`src/rtl/fwd_hazard_scoreboard.sv`:
```
// Forwarding / hazard unit: tracks in-flight register writers and resolves Decode sources.
// Optional stall counter enabled by FWD_HAZARD_SCOREBOARD_PERF_EN.
module fwd_hazard_scoreboard #(
    parameter int NSRC = 2,
    parameter int NFWD = 2,
    parameter int REGW = 5,
    localparam int SELW = $clog2(NFWD + 1)
) (
    input  logic                   clk,
    input  logic                   reset,
    input  logic                   valid_d,
    input  logic [NSRC*REGW-1:0]   rs_d,
    input  logic [NSRC-1:0]        src_en_d,
    input  logic [REGW-1:0]        rd_d,
    input  logic                   regwrite_d,
    input  logic [SELW-1:0]        rdy_d,
    input  logic                   flush_e,
    input  logic                   stall_ext,
    output logic                   stall_d,
    output logic [NSRC*SELW-1:0]   fwd_sel_e
`ifdef FWD_HAZARD_SCOREBOARD_PERF_EN
    ,
    input  logic                   stall_cnt_clr,
    output logic [31:0]            stall_cnt
`endif
);

    // Entry p describes the producer p stages past EX; entry 0 is EX itself.
    logic            tag_v   [NFWD];
    logic [REGW-1:0] tag_rd  [NFWD];
    logic [SELW-1:0] tag_rdy [NFWD];

    logic [SELW-1:0]      rdy_norm;
    logic [NSRC*SELW-1:0] sel_d;
    logic [NSRC-1:0]      hazard;

    // Out-of-range ready stages are treated as the latest forwarding stage.
    always_comb begin
        rdy_norm = rdy_d;
        if (rdy_d == '0 || int'(rdy_d) > NFWD)
            rdy_norm = SELW'(NFWD);
    end

    always_comb begin : resolve
        logic            hit;
        logic [REGW-1:0] rs;
        sel_d  = '0;
        hazard = '0;
        hit    = 1'b0;
        rs     = '0;
        for (int s = 0; s < NSRC; s++) begin
            hit = 1'b0;
            rs  = rs_d[s*REGW +: REGW];
            if (src_en_d[s] && valid_d && rs != '0) begin
                for (int p = 0; p < NFWD; p++) begin
                    if (!hit && tag_v[p] && tag_rd[p] == rs) begin
                        hit = 1'b1;
                        if (int'(tag_rdy[p]) <= p + 1)
                            sel_d[s*SELW +: SELW] = SELW'(p + 1);
                        else
                            hazard[s] = 1'b1;
                    end
                end
            end
        end
    end

    assign stall_d = |hazard;

    always_ff @(posedge clk or posedge reset) begin
        if (reset) begin
            for (int p = 0; p < NFWD; p++) begin
                tag_v[p]   <= 1'b0;
                tag_rd[p]  <= '0;
                tag_rdy[p] <= '0;
            end
        end else if (!stall_ext) begin
            for (int p = NFWD - 1; p > 0; p--) begin
                tag_v[p]   <= tag_v[p-1];
                tag_rd[p]  <= tag_rd[p-1];
                tag_rdy[p] <= tag_rdy[p-1];
            end
            if (flush_e || stall_d)
                tag_v[0] <= 1'b0;
            else
                tag_v[0] <= valid_d & regwrite_d & (rd_d != '0);
            tag_rd[0]  <= rd_d;
            tag_rdy[0] <= rdy_norm;
        end
    end

    always_ff @(posedge clk or posedge reset) begin
        if (reset)
            fwd_sel_e <= '0;
        else if (!stall_ext) begin
            if (flush_e || stall_d)
                fwd_sel_e <= '0;
            else
                fwd_sel_e <= sel_d;
        end
    end

`ifdef FWD_HAZARD_SCOREBOARD_PERF_EN
    // Counts Decode stall cycles that are not masked by a global freeze; saturates.
    always_ff @(posedge clk or posedge reset) begin
        if (reset)
            stall_cnt <= '0;
        else if (stall_cnt_clr)
            stall_cnt <= '0;
        else if (stall_d && !stall_ext && stall_cnt != 32'hFFFF_FFFF)
            stall_cnt <= stall_cnt + 32'd1;
    end
`endif

endmodule

```
`config.mk`:
```
export PLATFORM = sky130hd
export DESIGN_NAME = fwd_hazard_scoreboard
export DESIGN_NICKNAME = d
export VERILOG_FILES = /design/src/rtl/fwd_hazard_scoreboard.sv
export SDC_FILE = /design/constraint.sdc
export NUM_CORES = 1
export LEC_CHECK = 0
export CORE_UTILIZATION = 40
export DETAILED_ROUTE_END_ITERATION = 7
export GPL_TIMING_DRIVEN = 0
export PLACE_DENSITY = 0.68
export SYNTH_ARGS = -nofsm -noshare
export SYNTH_HDL_FRONTEND = slang
export SYNTH_SLANG_ARGS = --single-unit
```
`constraint.sdc`:
```
create_clock -name clk -period 3.3 [get_ports clk]
set_input_delay 0.825 -clock clk [delete_from_list [all_inputs] [get_ports clk]]
set_output_delay 0.825 -clock clk [all_outputs]
set_load 0.05 [all_outputs]
```
==> metrics.cfg, run 1 <==
[clock_network]
quantity_of_hold_fixing_buffers_added_after_cts=0
root_buffer=sky130_fd_sc_hd__clkbuf_4
cts-root-to-sink-buffers=2
clk_pin_slew_worst_paths_ps=100
h_tree_lvl_count=1
cts_buffers=3
clkSinkCount=20
clk_latency_ps=300
tritoncts=built

[placement]
post_detailed_placement_half_perimeter_wirelength_mm=1.90
post-place-cells=163
place_ws_ps=-936
gpl.final_weighted_congestion=0.762
port-buffer-count=28

[pwr]
power.switching_fraction_pct=26.8
cellPowerDensity_mw_per_mm2=367
p_switching_uw=148
power.internal_uw=405
clkPwrFrac_pct=25.0
total_power_uw=553
static_leak_uw=0.000591
seq_power_share_pct=53.2
worst_ir_drop_vdd_v=0.000383
relative_contribution_of_combinational_cells_to_total_power_pct=21.8

[floorplanning]
die_w_um=55.0
total_core_area_mm2=0.00257
design.portCount=30
dieHeight_um=55.0
floorplan.initialDensity_pct=43.7
fp-row-count=18
fp.dieArea_mm2=0.00302

[final_layout]
final_layout_size_suffix_gt1_share_pct=19.6
fin_cells=168
areaGrowthSynthToFinish_pct=34.3
num_antenna_cells=0
final_net_count=164

[global_route]
track_usage_pct=19.0
antenna_found_initial=0
grt_first_pass_wirelength_mm=4.00
first_global_vias=924
grt_max_degree=21
overflow=0

[route]
drt_pre_antenna_iters=4
detail_route.vias_per_cell=5.32
final_ant_viol_nets=0
detailroute.via_count=893
route.detailed.wl_per_inst_um=14.5
final_wirelength_mm=2.44
detail_route.drc_violations=0
dr.first_iter.drc_count=6

[critical_path]
worst_r2r_endpoint=tag_v[1]
regToRegStartpoint=tag_rd[6]
category_of_the_worst_setup_path_launch_point=input port
cp_data_required_time_ps=2470
maximum_fanout_along_the_worst_path=4
path_class=in2out
ff2ff_setup_slack_ps=1420
end_kind=primary output
worst_r2r_path_depth=6
worst-endpoint-arrival_ps=2420

[sta]
slew_headroom_pct=52.2
final-max-slew-violation-count=0
worst_clock_skew_ps=9.68
fin_crit_ps=3250
fmaxAchievable_mhz=308
hold_viol=0
setup_violations=0
setup_slack_ps=51.3
final.period_utilization_pct=98.4
whs_ps=499
max_slew.worst_pin.slew_ps=716

[synth]
synth_area_mm2=0.00112
mappedNetlistNets=130
avgSynthCellArea_um2=10.7
main_synth_ff_type=sky130_fd_sc_hd__dfrtp_1
synthesis.yosys.warnings=0
synth.top_cells.by_area=sky130_fd_sc_hd__dfrtp_1 (45%), sky130_fd_sc_hd__xnor2_1 (16%), sky130_fd_sc_hd__mux2_2 (12%), sky130_fd_sc_hd__nand2_1 (3.3%), sky130_fd_sc_hd__or4_1 (2.0%)
post-synth-top-area-fraction_pct=44.6
yosysSeqAreaShare_pct=44.6
synth_enable_flop_cells=0
synth.top_cells.by_count=sky130_fd_sc_hd__dfrtp_1 (20), sky130_fd_sc_hd__xnor2_1 (20), sky130_fd_sc_hd__mux2_2 (12)
yosysUniqueCellTypes=25
async_reset_ff_share_pct=100
synthDominantAreaCellType=sky130_fd_sc_hd__dfrtp_1
syn-instance-count=105
yosys_register_bits=20

[hold_path]
worst_hold_path_type=reg2reg
startpoint_of_the_lowest_slack_hold_path=tag_rdy[2]
timing.hold.worst_path_depth=1
hold_end=tag_rdy[2]

[job]
max_cap_violations=0

[outcome]
outcome=completed

[state kept, by name (all words and copies together) (netlist names)]
name       count
tag_rdy        4
tag_v          2
tag_rd        10
fwd_sel_e      4
[cell type report]
type,instances,area [µm²]
inverters,2,7.51
well taps,30,37.5
plain buffers,3,11.3
repair buffers,29,282
clock buffers,4,36.3
flip-flops and latches,20,500
fillers,240,1060
multi-input cells,80,633
[stage by stage]
step,cell area [µm²],setup TNS [ps],util (%)
detailed placement,1440,-936,56.1
finish,1510,0,58.7
global placement,1440,-954,56.1
floorplan,1120,0,-
global route,1510,-19.0,58.7
CTS,1480,0,57.8
[power groups by stage]
stage,registers (µW),logic [µW],clock network (µW)
after CTS,293,120,141
after floorplan,290,77.8,0
after global placement,297,120,0
after detailed placement,298,123,0
final,294,121,139
after global routing,297,133,156
[cell families after synthesis]
logic type,Yosys count,share of synthesized area (%)
AOI/OAI and AO/OA,20,13.0
muxes,12,12.0
DFF,20,44.6
xor gates and xnor gates,20,15.6
buffers and inverters,5,1.67
and+or+nand+nor,28,13.0
[metal layers]
metal,wire length [µm],track usage [%],share of wire [%]
met1,1200,27.4,49
met2,1120,29.5,46
met3,101,2.46,4.1
met4,14,6.25,0.57
met5,0,0,0
[layout by cell type, fill, tap and decap left out, types with 3 or more instances in the layout]
cell type                         netlist  routed
sky130_fd_sc_hd__xnor2_1               20      20
sky130_fd_sc_hd__nor2_1                 4       4
sky130_fd_sc_hd__mux2_2                12      12
sky130_fd_sc_hd__o21ai_1                2       3
sky130_fd_sc_hd__clkbuf_1               3       3
sky130_fd_sc_hd__a21oi_1                4       4
sky130_fd_sc_hd__dlygate4sd2_1          0       8
sky130_fd_sc_hd__nand2_1               10      10
sky130_fd_sc_hd__nand3_1                4       4
sky130_fd_sc_hd__clkbuf_4               0       3
sky130_fd_sc_hd__dfrtp_1               20      20
sky130_fd_sc_hd__clkdlybuf4s50_1        0      16
[critical path, cell delays in order]
cell                            delay, ps
sky130_fd_sc_hd__dlygate4sd2_1        280
sky130_fd_sc_hd__or4_4                530
sky130_fd_sc_hd__o21ai_2              160
sky130_fd_sc_hd__or3_4                170
sky130_fd_sc_hd__o22ai_4               80
sky130_fd_sc_hd__nor2_1               130
sky130_fd_sc_hd__o21ai_1               90
sky130_fd_sc_hd__buf_6                170
[what timing repair did]
action / CTS / global route
cloned: 0 / 0
resized for setup: 21 / 6
buffers inserted: 1 / 0
pin swaps: 2 / 6
endpoints found under the setup margin: 1 / 1
[how the worst max path moves through the flow]
stage / from / to / slack (ps)
2_1_floorplan: rs_d[7] / stall_d / 20
3_3_place_gp: rs_d[7] / stall_d / -950
3_5_place_dp: rs_d[7] / stall_d / -940
4_1_cts: valid_d / stall_d / 50
5_1_grt: rs_d[1] / stall_d / -20
6_report: rs_d[1] / stall_d / 50
No activity file was read; power rests on OpenSTA's default activity.
==> inputs of run 2 (changes only) <==
--- a/config.mk
+++ b/config.mk
@@ -6,6 +6,7 @@
 export NUM_CORES = 1
 export LEC_CHECK = 0
 export CORE_UTILIZATION = 40
+export CTS_CLUSTER_SIZE = 30
 export DETAILED_ROUTE_END_ITERATION = 7
 export GPL_TIMING_DRIVEN = 0
 export PLACE_DENSITY = 0.68
==> results of run 2 <==
The final DEF is identical to that of run 1; final timing and power are the same.
==> inputs of run 3 (changes only) <==
--- a/config.mk
+++ b/config.mk
@@ -13,3 +13,4 @@
 export SYNTH_ARGS = -nofsm -noshare
 export SYNTH_HDL_FRONTEND = slang
 export SYNTH_SLANG_ARGS = --single-unit
+export TNS_END_PERCENT = 10
==> results of run 3 <==
The final DEF is identical to that of run 1; final timing and power are the same.
